$ cat src/rtl/div_unit_if.sv
`default_nettype none
// ============================================================================
//  Module   : div_unit_if
//  Brief    : Start/busy/done handshake and operand/result bus for div_unit.
//  Revision : 1.0 - initial release
// ============================================================================
interface div_unit_if;
    logic        start;
    logic        flush;
    logic        Sign;
    logic [31:0] in1;
    logic [31:0] in2;
    logic        busy;
    logic        done;
    logic [31:0] quotient;
    logic [31:0] remainder;
    logic        div_by_zero;

    // Requester side: pipeline controller issuing divisions
    modport master (
        output start, flush, Sign, in1, in2,
        input  busy, done, quotient, remainder, div_by_zero
    );

    // Divider side
    modport slave (
        input  start, flush, Sign, in1, in2,
        output busy, done, quotient, remainder, div_by_zero
    );
endinterface
`default_nettype wire

$ cat src/rtl/div_unit.sv
`default_nettype none
// ============================================================================
//  Module   : div_unit
//  Brief    : Iterative 32-bit radix-2 restoring divider (div/divu), one
//             quotient bit per cycle, with start/busy/done handshake, flush
//             abort and a separate sign-fixup cycle.
//  Revision : 1.0 - initial release
// ============================================================================
module div_unit (
    input  logic      clk,
    input  logic      rst_n,
    div_unit_if.slave bus
);

    localparam logic [1:0] S_IDLE = 2'd0;
    localparam logic [1:0] S_RUN  = 2'd1;
    localparam logic [1:0] S_FIX  = 2'd2;

    logic [1:0]  state_q, state_d;
    logic [4:0]  cnt_q, cnt_d;
    logic [31:0] rem_q, rem_d;       // partial remainder magnitude
    logic [31:0] dvd_q, dvd_d;       // dividend shifting out, quotient shifting in
    logic [31:0] dvs_q, dvs_d;       // divisor magnitude
    logic        sign_q, sign_d;     // signed operation
    logic        s1_q, s1_d;         // dividend was negative
    logic        s2_q, s2_d;         // divisor was negative
    logic        dz_q, dz_d;         // divisor was zero
    logic [31:0] quot_q, quot_d;
    logic [31:0] remo_q, remo_d;
    logic        dzo_q, dzo_d;
    logic        done_q, done_d;

    logic        w_accept;
    logic [31:0] w_abs1;
    logic [31:0] w_abs2;
    logic [32:0] w_shift;
    logic        w_ge;
    logic [31:0] w_diff;

    assign w_accept = (state_q == S_IDLE) && bus.start && !bus.flush;

    // Operand magnitudes; unsigned mode passes the raw bits through
    assign w_abs1 = (bus.Sign && bus.in1[31]) ? (32'd0 - bus.in1) : bus.in1;
    assign w_abs2 = (bus.Sign && bus.in2[31]) ? (32'd0 - bus.in2) : bus.in2;

    // The shifted remainder needs 33 bits; the restored/kept value always
    // fits back in 32 because it is strictly less than the divisor.
    assign w_shift = {rem_q, dvd_q[31]};
    assign w_ge    = (w_shift >= {1'b0, dvs_q});
    assign w_diff  = w_shift[31:0] - dvs_q;

    // Next-state logic: accept, iterate, sign fixup, flush abort
    always_comb begin
        state_d = state_q;
        cnt_d   = cnt_q;
        rem_d   = rem_q;
        dvd_d   = dvd_q;
        dvs_d   = dvs_q;
        sign_d  = sign_q;
        s1_d    = s1_q;
        s2_d    = s2_q;
        dz_d    = dz_q;
        quot_d  = quot_q;
        remo_d  = remo_q;
        dzo_d   = dzo_q;
        done_d  = 1'b0;

        case (state_q)
            S_IDLE: begin
                if (w_accept) begin
                    sign_d  = bus.Sign;
                    s1_d    = bus.in1[31];
                    s2_d    = bus.in2[31];
                    dz_d    = (bus.in2 == 32'd0);
                    dvd_d   = w_abs1;
                    dvs_d   = w_abs2;
                    rem_d   = 32'd0;
                    cnt_d   = 5'd0;
                    state_d = S_RUN;
                end
            end
            S_RUN: begin
                if (bus.flush) begin
                    state_d = S_IDLE;
                end else begin
                    rem_d   = w_ge ? w_diff : w_shift[31:0];
                    dvd_d   = {dvd_q[30:0], w_ge};
                    cnt_d   = cnt_q + 5'd1;
                    if (cnt_q == 5'd31) begin
                        state_d = S_FIX;
                    end
                end
            end
            S_FIX: begin
                state_d = S_IDLE;
                if (!bus.flush) begin
                    // A zero divisor yields all-ones quotient and the
                    // original dividend as remainder; the magnitude loop
                    // already produces |in1| as remainder.
                    if (dz_q) begin
                        quot_d = 32'hFFFF_FFFF;
                    end else if (sign_q && (s1_q ^ s2_q)) begin
                        quot_d = 32'd0 - dvd_q;
                    end else begin
                        quot_d = dvd_q;
                    end
                    remo_d = (sign_q && s1_q) ? (32'd0 - rem_q) : rem_q;
                    dzo_d  = dz_q;
                    done_d = 1'b1;
                end
            end
            default: begin
                state_d = S_IDLE;
            end
        endcase
    end

    // State and datapath registers with asynchronous clear
    always_ff @(posedge clk or negedge rst_n) begin
        if (!rst_n) begin
            state_q <= S_IDLE;
            cnt_q   <= 5'd0;
            rem_q   <= 32'd0;
            dvd_q   <= 32'd0;
            dvs_q   <= 32'd0;
            sign_q  <= 1'b0;
            s1_q    <= 1'b0;
            s2_q    <= 1'b0;
            dz_q    <= 1'b0;
            quot_q  <= 32'd0;
            remo_q  <= 32'd0;
            dzo_q   <= 1'b0;
            done_q  <= 1'b0;
        end else begin
            state_q <= state_d;
            cnt_q   <= cnt_d;
            rem_q   <= rem_d;
            dvd_q   <= dvd_d;
            dvs_q   <= dvs_d;
            sign_q  <= sign_d;
            s1_q    <= s1_d;
            s2_q    <= s2_d;
            dz_q    <= dz_d;
            quot_q  <= quot_d;
            remo_q  <= remo_d;
            dzo_q   <= dzo_d;
            done_q  <= done_d;
        end
    end

    assign bus.busy        = (state_q != S_IDLE);
    assign bus.done        = done_q;
    assign bus.quotient    = quot_q;
    assign bus.remainder   = remo_q;
    assign bus.div_by_zero = dzo_q;

endmodule
`default_nettype wire

$ cat src/flat_wrapper.sv
// flat-port wrapper written by rule: the top's interface ports become plain ports
module div_unit_flat 
  (clk, rst_n, bus_start, bus_flush, bus_Sign, bus_in1, bus_in2, bus_busy, bus_done, bus_quotient, bus_remainder, bus_div_by_zero);
  div_unit_if bus_i ();
  input  logic clk;
  input  logic rst_n;
  input wire logic [$bits(bus_i.start)-1:0] bus_start;
  input wire logic [$bits(bus_i.flush)-1:0] bus_flush;
  input wire logic [$bits(bus_i.Sign)-1:0] bus_Sign;
  input wire logic [$bits(bus_i.in1)-1:0] bus_in1;
  input wire logic [$bits(bus_i.in2)-1:0] bus_in2;
  output wire logic [$bits(bus_i.busy)-1:0] bus_busy;
  output wire logic [$bits(bus_i.done)-1:0] bus_done;
  output wire logic [$bits(bus_i.quotient)-1:0] bus_quotient;
  output wire logic [$bits(bus_i.remainder)-1:0] bus_remainder;
  output wire logic [$bits(bus_i.div_by_zero)-1:0] bus_div_by_zero;
  assign bus_i.start = bus_start;
  assign bus_i.flush = bus_flush;
  assign bus_i.Sign = bus_Sign;
  assign bus_i.in1 = bus_in1;
  assign bus_i.in2 = bus_in2;
  assign bus_busy = bus_i.busy;
  assign bus_done = bus_i.done;
  assign bus_quotient = bus_i.quotient;
  assign bus_remainder = bus_i.remainder;
  assign bus_div_by_zero = bus_i.div_by_zero;
  div_unit u_core (.clk(clk), .rst_n(rst_n), .bus(bus_i));
endmodule
$ cat config.mk
export PLATFORM = sky130hd
export DESIGN_NAME = div_unit_flat
export DESIGN_NICKNAME = d
export VERILOG_FILES = /design/src/rtl/div_unit_if.sv /design/src/rtl/div_unit.sv /design/src/flat_wrapper.sv
export SDC_FILE = /design/constraint.sdc
export NUM_CORES = 1
export LEC_CHECK = 0
export CAP_MARGIN = 20
export CORE_MARGIN = 5
export CORE_UTILIZATION = 47
export CTS_CLUSTER_SIZE = 12
export DETAILED_ROUTE_END_ITERATION = 10
export DONT_BUFFER_PORTS = 1
export GPL_TIMING_DRIVEN = 1
export REMOVE_ABC_BUFFERS = 1
export SYNTH_ARGS = -nofsm -noshare
export SYNTH_HDL_FRONTEND = slang
export SYNTH_SLANG_ARGS = --single-unit
export TNS_END_PERCENT = 30
$ cat constraint.sdc
create_clock -name clk -period 3.6 [get_ports clk]
set_clock_uncertainty 0.2 [all_clocks]
set_input_delay 0.9 -clock clk [delete_from_list [all_inputs] [get_ports clk]]
set_output_delay 0.9 -clock clk [all_outputs]
set_load 0.02 [all_outputs]
Word-level counts from Yosys, hierarchy flattened
Index checks and enable logic that the tools add are counted.

word-level totals
  logic and storage cells = 64
  input port bits = 69
  output and inout port bits = 67
  register bits after elaboration = 173

cells by class
  bitwise logic cells = 2
  add/sub/neg operators = 6
  order comparisons = 1
  equal/unequal tests = 6
  muxes and demuxes = 21
  reductions and logical operators = 15

operators by type and width
  operator                                               count
  2-to-1 mux 32 bit                                      10
  one-hot mux 32 bit (2 select lines)                    2
  subtractor 1 x 32 -> 32 bit, first input constant      4
  >= comparator 33 x 32 -> 1 bit                         1
  logical NOT 32 bit                                     1
  subtractor 32 bit                                      1
  2-to-1 mux 5 bit                                       2
  one-hot mux 5 bit (2 select lines)                     1
  logical AND 1 bit                                      6
  2-to-1 mux 2 bit                                       3
  AND reduction 2 bit                                    3
  adder 5 x 1 -> 5 bit, second input constant            1
  == test 5 bit, second input constant                   1
  one-hot mux 2 bit (2 select lines)                     1
  nonzero test 2 bit                                     2
  inequality test 3 x 2 -> 1 bit, second input constant  1
  AND reduction 3 bit                                    1
  == test 2 x 1 -> 1 bit, second input constant          1
  == test 2 bit, second input constant                   1
  logical NOT 2 bit                                      1
  2-to-1 mux 1 bit                                       2
  inequality test 2 x 1 -> 1 bit, second input constant  1
  inequality test 2 bit, second input constant           1
  logical NOT 1 bit                                      1
  2 further kinds                                        2

Logic depth before layout (Yosys ltp)
Gate-level depths: netlist of the first run.

  depth after elaboration = 5
  gate-level depth with buffers = 12

Worst setup path before layout of the first run
OpenSTA, ideal clock, no wires.

  path type = flip-flop to flip-flop
  from = register u_core.dvd_q[31]
  to = register u_core.rem_q[26]
  data arrival time = 2.844 ns
  setup time = 0.069 ns
  path slack = 0.487 ns
  stages on the path, launching flop included = 13
  period minus slack after synthesis = 3.113 ns
  required time = 3.331 ns
  path buffers = 0
  cell sequence = dfrtp_1 inv_1 ha_1 inv_1 fa_1 a21o_1 a311o_1 nand4_1 o211ai_1 o311ai_2 a21oi_1 or4_1 nand3_1

between the ends
  word-level cells in the longest chain between the ends = 4
  elaborated cells between the ends (all ways) = 5
  classes of those cells = add/sub: 1; order compare: 1; mux: 3

RTL lines
  item                                                                 line                            source
  start, declared                                                      div_unit.sv:22                  logic [31:0] dvd_q, dvd_d;
  start signal, assigned                                               div_unit.sv:138                 dvd_q <= dvd_d;
  subtractor 32 bit or >= comparator 33 x 32 -> 1 bit (tied branches)  div_unit.sv:50, div_unit.sv:49
  2-to-1 mux 32 bit *                                                  div_unit.sv:86                  rem_d = w_ge ? w_diff : w_shift[31:0];
  2-to-1 mux 32 bit *                                                  div_unit.sv:83                  if (bus.flush) begin
  one-hot mux 32 bit (2 select lines) *                                div_unit.sv:68                  case (state_q)
  end signal, assigned                                                 div_unit.sv:137                 rem_q <= rem_d;
  end, declared                                                        div_unit.sv:21                  logic [31:0] rem_q, rem_d;

Every way passes the cells marked *; elsewhere a longest branch is shown, timed or not. The select of a mux whose other input is x is not followed.
A chain may end at the register's enable or synchronous reset.

Final worst setup path of the first run
Same ends and word-level chain as after synthesis.

==> summary.md, run 1 <==
| Metric | Value |
|---|---|
| Synth unique cells | `77` |
| Failing checks | `hold timing` |
| Share of the cycle needed by the critical path after routing | `94.4%` |
| Crit-path slowest cell | `or4_1` |
| First-pass GRT wire length | `50.3 mm` |
| Top-area cell type share of the netlist area | `38.0%` |
| Post-route DRC | `0` |
| Inserted Clock Buffers | `17` |
| Layout Nets | `1489` |
| Antenna diodes | `0` |
| Final Max Slew Viols | `0` |
| CTS Root Cell | `clkbuf_16` |
| Core ar. | `24100 sq um` |
| Routability cong. | `0.905` |
| Sequential cell area fraction in the yosys report | `38.0%` |
| Wirelength per Cell | `17.6 um` |
| Most used DFF post-synth | `dfrtp_1` |
| Area Growth Syn to Fin | `9.84%` |
| Row count | `57` |
| Reg-to-reg endpoint | `u_core.rem_q[26]` |
| Fin Setup TNS | `0 ns` |
| Max cap viols | `0` |
| CP Launch Type | `flip-flop` |
| Die height | `166 um` |
| P per Cell Area | `740 nW/um^2` |
| Commonest non-fill, non-tap cell in the layout | `nand2_1` |
| Synth area leaders | `dfrtp_1 (38%), o21ai_0 (6.6%), nand2_1 (6.4%)` |
| WP data arrival | `3.57 ns` |
| CP Cell Sequence | `inv_1 -> ha_1 -> inv_1 -> fa_1 -> a21o_1 -> a311o_1 -> nand4_1 -> o211ai_1 -> o311ai_2 -> a21oi_1 -> or4_1 -> nand3_1` |
| H-tree levels | `4` |
| CP required | `3.77 ns` |
| Io pins | `136` |
| Synthesized area per cell | `8.25 sq um` |
| Drt first-iter violations | `662` |
| Tot GR Track Use | `22.2%` |
| Worst VDD drop | `0.000342 V` |
| # resized after CTS | `0` |
| Worst skew pair latency | `0.44 ns` |
| Effective utilization at floorplan | `47.2%` |
| RSZ-0062 raised after global routing | `no` |
| Vias | `9615` |
| FF-to-FF Start | `u_core.dvd_q[31]` |
| Clock sinks | `173` |
| P_leak | `5.47 nW` |
| PortBufs | `0` |
| Clock transition at path regs | `0.07 ns` |
| Post-Synthesis Cells | `1379` |
| Status | `complete, but fails checks` |
| Critical path capture point type | `flip-flop` |
| Total power | `9.25 mW` |
| Critical path peak fanout | `3` |
| Final ANT Viol Nets | `0` |
| CTS tree | `yes` |
| YS warnings | `0` |
| Clock buffer depth | `2` |
| Critical path type | `reg -> reg` |
| Critical Path Start | `u_core.dvd_q[31]` |
| Async S/R FF share, synth | `100%` |
| Pre-antenna DRT Iters | `5` |
| Final WL | `30.2 mm` |
| Slew headroom | `51.2%` |
| Fmax | `294 MHz` |
| HP Class | `in -> async` |
| Largest net degree at the start of global routing | `174` |
| Yosys top cell by area | `dfrtp_1` |
| Vias per cell | `5.60` |
| Most frequent cells in the layout | `nand2_1 (193), dfrtp_1 (173), o21ai_0 (149)` |
| Layout cells sized above 1 | `7.96%` |
| Setup-failing EPs final | `0` |
| Vias in the first global route | `9404` |
| Netlist area before placement | `11400 sq um` |
| Hold_ws | `-0.0512 ns` |
| Slew @ Worst Pin | `0.730 ns` |
| Final Hold Fails | `53` |
| CP max stage delay | `0.48 ns` |
| Detailed placement HPWL | `22.7 mm` |
| Grt ovf | `0` |
| Count of flip-flops with a built-in enable after synthesis | `0` |
| Initial antenna violation count | `0` |
| FF-to-FF setup slack | `0.20 ns` |
| Fin crit period | `3.40 ns` |
| Crit-path most repeated cell | `inv_1` |
| Die area | `27400 sq um` |
| Die X | `166 um` |
| Worst Reg-to-Reg Cells | `12` |
| Synth Register Bits | `173` |
## cells by family (layout without fill, tap and decap cells)
kind of cell	Yosys count	in the layout	synth area share (%)
multiplexers	21	21	1.85
buffers and inverters	126	141	4.52
XOR/XNOR	138	138	10.6
AO/OA/AOI/OAI	417	417	21.7
AND/OR/NAND/NOR	465	465	18.9
flip-flops	173	173	38.0
adder cells (fa/ha/maj)	39	39	4.35
## metal layers
metal | up-vias | routed length [um] | global-route usage [%] | share of wire (%)
met5 | - | 0 | 0 | 0
met3 | 30 | 1590 | 4.81 | 5.3
met2 | 213 | 14200 | 35.8 | 47
met1 | 4527 | 14100 | 30.8 | 47
li1 | 4845 | - | - | -
met4 | 0 | 356 | 5.16 | 1.2
## critical path, delay by kind of cell (launching register included)
family	cells	cell delay (ns)
adder cells (fa/ha/maj)	2	0.57
AND/OR/NAND/NOR	3	0.68
buffers and inverters	2	0.16
flip-flops	1	0.41
AO/OA/AOI/OAI	5	1.30
## cells in the mapped netlist, drive strengths merged, types with 8 or more instances
master / number
o31ai: 14
o41ai: 11
clkbuf: 59
or3: 11
dfrtp: 173
buf: 11
mux2i: 21
nor3: 25
a21o: 12
a21oi: 125
inv: 54
and3: 8
ha: 38
xor2: 64
nor2: 123
or4: 13
nand3: 20
o21ai: 177
nand2: 195
xnor2: 74
nand4: 9
a31oi: 25
a32oi: 10
nor4: 17
nand2b: 15
## how the worst max path moves through the flow
| stage | cells after the start | end | slack [ns] |
|---|---|---|---|
| 6_report | 12 | u_core.rem_q[26] | 0.20 |
| 5_1_grt | 12 | u_core.rem_q[28] | 0.008 |
| 4_1_cts | 12 | u_core.rem_q[26] | 0.14 |
| 3_5_place_dp | 12 | u_core.rem_q[26] | 0.16 |
| 3_3_place_gp | 12 | u_core.rem_q[26] | 0.21 |
| 2_1_floorplan | 5 | u_core.dvd_q[1] | -0.56 |
## sequential cells by signal, summed over array words and instances (netlist names), 2 cells and up
register	flops
u_core.bus.quotient	32
u_core.bus.remainder	32
u_core.cnt_q	5
u_core.dvd_q	32
u_core.dvs_q	32
u_core.rem_q	32
u_core.state_q	2
## report_power, final
part           switching (mW)  total, mW  internal (mW)  leakage [nW]
Combinational            2.66       4.62           1.97          2.89
Sequential              0.444       2.72           2.28          2.29
Clock                   0.842       1.90           1.06         0.289
Total                    3.94       9.25           5.31          5.47
## per-stage QoR
stage                     setup WS, ns  hold WS, ns  instance area (sq um)  std cells  utilization, %
after global routing           0.00826      -0.0714                  12500       1718            51.9
after global placement           0.210        0.262                  11900       1685            49.3
after CTS                        0.141      -0.0571                  12500       1717            51.8
after detailed placement         0.164        0.271                  11900       1685            49.3
final                            0.202      -0.0512                  12500       1718            51.9
after floorplan                 -0.561        0.250                  11100       1308               -
## timing repair
action / CTS / global route
endpoints found under the setup margin: 0 / 2
setup buffers: 0 / 1
endpoints found under the hold margin: 173 / 173
## cell type report
class | count | area (sq um)
multi-input cells | 1080 | 6560
well taps | 324 | 405
fillers | 2379 | 11600
flip-flops and latches | 173 | 4330
repair buffers | 54 | 405
clock inverters | 13 | 155
clock buffers | 19 | 443
inverters | 55 | 206
Note: power is estimated with default switching activity, not from simulation.
==> inputs of run 2 (changes only) <==
Settings changed: CTS_CLUSTER_DIAMETER from default to 80, GPL_ROUTABILITY_DRIVEN from default to 0, RECOVER_POWER from default to 100.
==> summary.md, run 2 (synthesis results as in run 1) <==
| Metric | Value |
|---|---|
| Critical path peak fanout | `5 (+2)` |
| Vias | `9711 (+1.0%)` |
| Inserted Clock Buffers | `17 (unchanged)` |
| Detailed placement HPWL | `22.7 mm (about the same)` |
| Layout Nets | `1487 (-0.13%)` |
| Psw | `3.94 mW (-0.19%)` |
| Most frequent cells in the layout | `nand2_1 (193), dfrtp_1 (173), o21ai_0 (165)` |
| Drt first-iter violations | `721 (+8.9%)` |
| Slew @ Worst Pin | `1.47 ns (+0.737 ns)` |
| First-pass GRT wire length | `50.5 mm (+0.47%)` |
| Effective utilization at floorplan | `47.2% (unchanged)` |
| FF-to-FF Start | `u_core.dvd_q[31]` |
| Switching Share | `41.7% (-0.91 points)` |
| Final Worst Setup Slack | `0.202 ns (-0.000155 ns)` |
| Die area | `27400 sq um (unchanged)` |
| Grt ovf | `0 (unchanged)` |
| Total power | `9.43 mW (+2.0%)` |
| Commonest non-fill, non-tap cell in the layout | `nand2_1` |
| Share of the cycle needed by the critical path after routing | `94.4% (about the same)` |
| Vias per cell | `5.66 (+1.2%)` |
| Wirelength per Cell | `17.9 um (+1.9%)` |
| CP Cell Sequence | `inv_1 -> ha_1 -> inv_1 -> fa_1 -> a21o_1 -> a311o_1 -> nand4_1 -> o211ai_1 -> o311ai_4 -> a21oi_1 -> or4_1 -> nand3_1` |
| Core ar. | `24100 sq um (unchanged)` |
| Fin Setup TNS | `0 ns (unchanged)` |
| Critical path capture point type | `flip-flop` |
| Cell Int Power | `5.50 mW (+3.6%)` |
| Worst skew pair latency | `0.43 ns (about the same)` |
| CP Launch Type | `flip-flop` |
| CP required | `3.76 ns (about the same)` |
| Utilization after layout | `51.8% (-0.093 points)` |
| WP data arrival | `3.56 ns (about the same)` |
| DP Worst Slack | `0.157 ns (-0.00653 ns)` |
| Post-route DRC | `0 (unchanged)` |
| Worst VDD drop | `0.000361 V (+5.3%)` |
| Final ANT Viol Nets | `0 (unchanged)` |
| H-tree levels | `4 (unchanged)` |
| Row count | `57 (unchanged)` |
| CTS Root Cell | `clkbuf_16` |
| Clk pwr share | `22.2% (+1.6 points)` |
| Clock transition at path regs | `0.08 ns (about the same)` |
| Critical Path Start | `u_core.dvd_q[31]` |
| Initial antenna violation count | `0 (unchanged)` |
| Crit-path most repeated cell | `inv_1` |
| Antenna diodes | `0 (unchanged)` |
| HP Class | `in -> async` |
| CP max stage delay | `0.48 ns (about the same)` |
| Final Hold Fails | `112 (+110%)` |
| Max cap viols | `0 (unchanged)` |
| Clock sinks | `173 (unchanged)` |
| Fin crit period | `3.40 ns (+0.000155 ns)` |
| Critical path type | `reg -> reg` |
| Combinational fraction of design power | `49.0% (-1.0 points)` |
| Final WL | `30.8 mm (+1.8%)` |
| Area Growth Syn to Fin | `9.64%` |
| Io pins | `136 (unchanged)` |
| Reg power frac | `28.8% (-0.6 points)` |
| Layout cells sized above 1 | `6.83% (-1.1 points)` |
| Fmax | `294 MHz (about the same)` |
| Clock buffer depth | `2 (unchanged)` |
| RSZ-0062 raised after global routing | `no` |
| Setup-failing EPs final | `0 (unchanged)` |
| PortBufs | `0 (unchanged)` |
| Hold_ws | `-0.0481 ns (+0.00310 ns)` |
| Largest net degree at the start of global routing | `174 (unchanged)` |
| Die height | `166 um (unchanged)` |
| Vias in the first global route | `9486 (+0.87%)` |
| Pre-antenna DRT Iters | `7 (+2)` |
| P_leak | `5.45 nW (-0.32%)` |
| Status | `complete, but fails checks` |
| Final Max Slew Viols | `0 (unchanged)` |
| Tot GR Track Use | `22.3% (+0.093 points)` |
| Crit-path slowest cell | `or4_1` |
| Failing checks | `hold timing` |
| P per Cell Area | `756 nW/um^2 (+2.2%)` |
| Die X | `166 um (unchanged)` |
| CTS tree | `yes` |
| Slew headroom | `2.21% (-49 points)` |
-- run 2: changes by cell type in the layout (fill, tap and decap cells not counted), sizes merged --
cell and change:
bufinv +3, clkinv -2, buf -13, inv -3, clkinvlp +1, clkbuf +11
-- run 2: area by class of cell --
type / count / area [sq um]
clock inverter: 12 / 208
timing repair buffer: 52 / 355
fill: 2391 / 11600
tap: 324 / 405
inverter: 55 / 206
clock buffer: 19 / 453
multi-input combinational: 1080 / 6520
sequential: 173 / 4330
-- run 2: worst paths after layout --
kind | end | cells after the start | slack, ns
min in group clk | u_core.dvs_q[9] | 2 | 0.28
worst max register to register | u_core.rem_q[26] | 12 | 0.20
worst min-delay path | u_core.bus.quotient[11] | 0 | -0.05
worst max-delay path | u_core.rem_q[26] | 12 | 0.20
max in group asynchronous | u_core.rem_q[18] | 0 | 3.01
worst min register to register | u_core.dvs_q[9] | 2 | 0.28
-- run 2: repair_timing --
item | 4_1_cts | 5_1_grt
setup buffers | 0 | 1
hold endpoints to repair | 173 | 173
endpoints found under the setup margin | 0 | 2
gates resized for setup | 0 | 1
-- run 2: power by group through the flow --
stage          sequential [mW]  combinational, mW  clock (mW)
6_report                  2.71               4.62        2.10
5_1_grt                   2.77               5.14        2.20
4_1_cts                   2.70               4.60        2.13
3_5_place_dp              2.74               4.56           0
3_3_place_gp              2.73               4.55           0
2_1_floorplan             2.68               3.32           0
-- run 2: metal layers --
layer  routed length, um  vias up  part of all wire [%]  GRT usage, %
met5                   0        -                     0             0
li1                    -     4835                     -             -
met1               14100     4614                    46          30.1
met2               14600      239                    48          37.0
met4                 347        0                   1.1          4.91
met3                1700       23                   5.5          4.77
-- run 2: per-stage QoR --
step	instances	cell area [sq um]
after floorplan	1308	11100
after global placement	1683	11900
after detailed placement	1683	11900
after CTS	1714	12500
after global routing	1715	12500
final	1715	12500
-- run 2: worst max-delay path: cells and delay by family (launching register included) --
kind                       cells  cell delay [ns]
AOI/OAI and AO/OA              5             1.29
and+or+nand+nor                3             0.69
adders and majority gates      2             0.56
DFF                            1             0.42
buffers and inverters          2             0.17
==> inputs of run 3 (changes only) <==
Settings changed: ABC_AREA from default to 1, REMOVE_ABC_BUFFERS 1 to default.
==> summary.md, run 3 <==
| Metric | Value |
|---|---|
| Fin Setup TNS | `0 ns (unchanged)` |
| Final Max Slew Viols | `50 (+50)` |
| Area Growth Syn to Fin | `6.29%` |
| Row count | `61 (+7.0%)` |
| P_leak | `7.46 nW (+37%)` |
| Count of flip-flops with a built-in enable after synthesis | `0 (unchanged)` |
| Fin crit period | `3.17 ns (-0.230 ns)` |
| Clock buffer depth | `2 (unchanged)` |
| # resized after CTS | `0 (unchanged)` |
| Final Worst Setup Slack | `0.431 ns (+0.230 ns)` |
| Failing checks | `hold timing, capacitance limit, slew limit` |
| Vias | `13200 (+36%)` |
| Async S/R FF share, synth | `100% (unchanged)` |
| Drt first-iter violations | `1010 (+40%)` |
| Most frequent cells in the layout | `nand2_1 (632), inv_1 (310), nand3_1 (228)` |
| Largest net degree at the start of global routing | `174 (unchanged)` |
| Final ANT Viol Nets | `0 (unchanged)` |
| Effective utilization at floorplan | `47.9% (+0.69 points)` |
| Post-synth net total | `2182` |
| Post-route DRC | `0 (unchanged)` |
| Core ar. | `27900 sq um (+16%)` |
| Vias in the first global route | `12600 (+33%)` |
| Commonest cells in the synthesized netlist | `nand2_1 (631), inv_1 (310), nand3_1 (227)` |
| First-pass GRT wire length | `68.2 mm (+35%)` |
| Detailed placement HPWL | `33.5 mm (+48%)` |
| Slew @ Worst Pin | `1.97 ns (+0.502 ns)` |
| Worst VDD drop | `0.000405 V (+12%)` |
| Synth area leaders | `dfrtp_1 (32%), nand2_1 (18%), inv_1 (8.7%)` |
| Sequential cell area fraction in the yosys report | `32.4% (-5.7 points)` |
| Critical path type | `reg -> reg` |
| Yosys top cell by area | `dfrtp_1` |
| H-tree levels | `4 (unchanged)` |
| Max cap viols | `1 (+1)` |
| HP Class | `in -> async` |
| Die X | `179 um (+7.9%)` |
| Most used DFF post-synth | `dfrtp_1` |
| Final Hold Fails | `52 (-54%)` |
| Io pins | `136 (unchanged)` |
| Setup Buffers After CTS | `0 (unchanged)` |
| CP Launch Type | `flip-flop` |
| RSZ-0062 raised after global routing | `no` |
| CTS tree | `yes` |
| Worst skew pair latency | `0.45 ns (+0.02 ns)` |
| Synth unique cells | `52 (-32%)` |
| Netlist area before placement | `13400 sq um (+18%)` |
| YS warnings | `0 (unchanged)` |
| Pre-antenna DRT Iters | `6 (-1)` |
| Status | `complete, but fails checks` |
| Share of the cycle needed by the critical path after routing | `88.0% (-6.4 points)` |
| Hold_ws | `-0.0608 ns (-0.0127 ns)` |
| Tot GR Track Use | `27.2% (+5.0 points)` |
| Layout Nets | `2154 (+45%)` |
| Layout cells sized above 1 | `4.71% (-2.1 points)` |
| Utilization after layout | `50.9% (-0.85 points)` |
| Synthesized area per cell | `6.45 sq um (-22%)` |
| Top-area cell type share of the netlist area | `32.4% (-5.7 points)` |
| DP Worst Slack | `0.718 ns (+0.561 ns)` |
| Post-Synthesis Cells | `2074 (+50%)` |
| WP data arrival | `3.27 ns (-0.29 ns)` |
| Critical path capture point type | `flip-flop` |
| Fill count | `3030 (+27%)` |
| Inserted Clock Buffers | `17 (unchanged)` |
| Synth Register Bits | `173 (unchanged)` |
| Fmax | `316 MHz (+7.2%)` |
| Commonest non-fill, non-tap cell in the layout | `nand2_1` |
| PortBufs | `0 (unchanged)` |
| P per Cell Area | `728 nW/um^2 (-3.7%)` |
| Die area | `31900 sq um (+16%)` |
| Total power | `10.4 mW (+9.7%)` |
| Final WL | `42.9 mm (+39%)` |
| Initial antenna violation count | `0 (unchanged)` |
| CTS Root Cell | `clkbuf_16` |
| CP required | `3.70 ns (-0.06 ns)` |
| Grt ovf | `0 (unchanged)` |
| Placed Cells incl. Taps | `2405 (+43%)` |
| Setup-failing EPs final | `0 (unchanged)` |
| Clock transition at path regs | `0.08 ns (about the same)` |
| Slew headroom | `-31.2% (-33 points)` |
| Die height | `179 um (+7.9%)` |
| Clock sinks | `173 (unchanged)` |
| Vias per cell | `5.41 (-4.5%)` |
| Most used standard cell by instance count after synthesis | `nand2_1` |
| Critical path peak fanout | `34 (+29)` |
| Antenna diodes | `0 (unchanged)` |
| Wirelength per Cell | `17.6 um (-2.0%)` |
| Post-Layout Cell Count | `2437 (+42%)` |
## run 3: cell types whose count changed after synthesis, moves of 23 or more
cell      before  now
nand3_1       19  227
nor2_1       123  161
inv_1         54  310
a21oi_1      125   68
nand2_1      194  631
xnor2_1       74   15
o21ai_0      149  109
clkbuf_1      57   34
## run 3: report_power, final
group / total [mW] / internal, mW / switching (mW)
clock: 1.97 / 1.01 / 0.959
sequential: 2.91 / 2.32 / 0.588
combinational: 5.47 / 1.80 / 3.68
total: 10.4 / 5.13 / 5.23
## run 3: worst max-delay path, cell delays in order (launching register included)
cell	delay (ns)
dfrtp_1	0.49
ha_1	0.37
nand2_1	0.15
inv_2	0.04
nand2_1	0.08
nand2_1	0.05
a21oi_1	0.21
nand2_1	0.17
nor2_8	0.41
nand2_2	0.49
o21ai_1	0.26
o21ai_1	0.09
## run 3: routing by layer
layer  track usage, %  routed length, um  vias up
li1                 -                  -     6546
met1             36.3              18800     6171
met2             45.6              20500      386
met3             4.03               2320       75
met4             8.79               1280        0
met5                0                  0        -
## run 3: layout make-up
type                       instances  area (sq um)  area share [%]
clock buffer                      17           425            2.99
inverter                         322          1210            8.50
tap                              378           473            3.33
clock inverter                    15           198            1.39
timing repair buffer              16           100           0.704
multi-input combinational       1516          7490            52.7
sequential                       173          4330            30.4
## run 3: logic make-up (layout without fill, tap and decap cells)
logic type               after synthesis  after routing  share of synthesized area, %
flip-flops                           173            173                          32.4
AND/OR/NAND/NOR                     1140           1140                          36.7
adder cells (fa/ha/maj)               39             39                          3.70
XOR/XNOR                              71             71                          4.65
buffers and inverters                385            370                          11.3
AO/OA/AOI/OAI                        266            266                          11.3
## run 3: worst paths after layout
kind	end	cells past startpoint	slack, ns	startpoint
worst max register to register	u_core.dvd_q[0]	11	0.43	u_core.rem_q[26]
worst min-delay path	u_core.dvs_q[8]	0	-0.06	rst_n
worst max-delay path	u_core.dvd_q[0]	11	0.43	u_core.rem_q[26]
worst min register to register	u_core.dvs_q[17]	2	0.29	u_core.dvs_q[17]
max in group asynchronous	u_core.dvd_q[15]	0	2.86	rst_n
min in group clk	u_core.dvs_q[17]	2	0.29	u_core.dvs_q[17]
## run 3: through the flow
step / instance area [sq um] / hold slack (ns)
after floorplan: 13400 / 0.247
after global placement: 13700 / 0.267
after detailed placement: 13700 / 0.273
after CTS: 14300 / -0.0679
after global routing: 14200 / -0.0758
final: 14200 / -0.0608
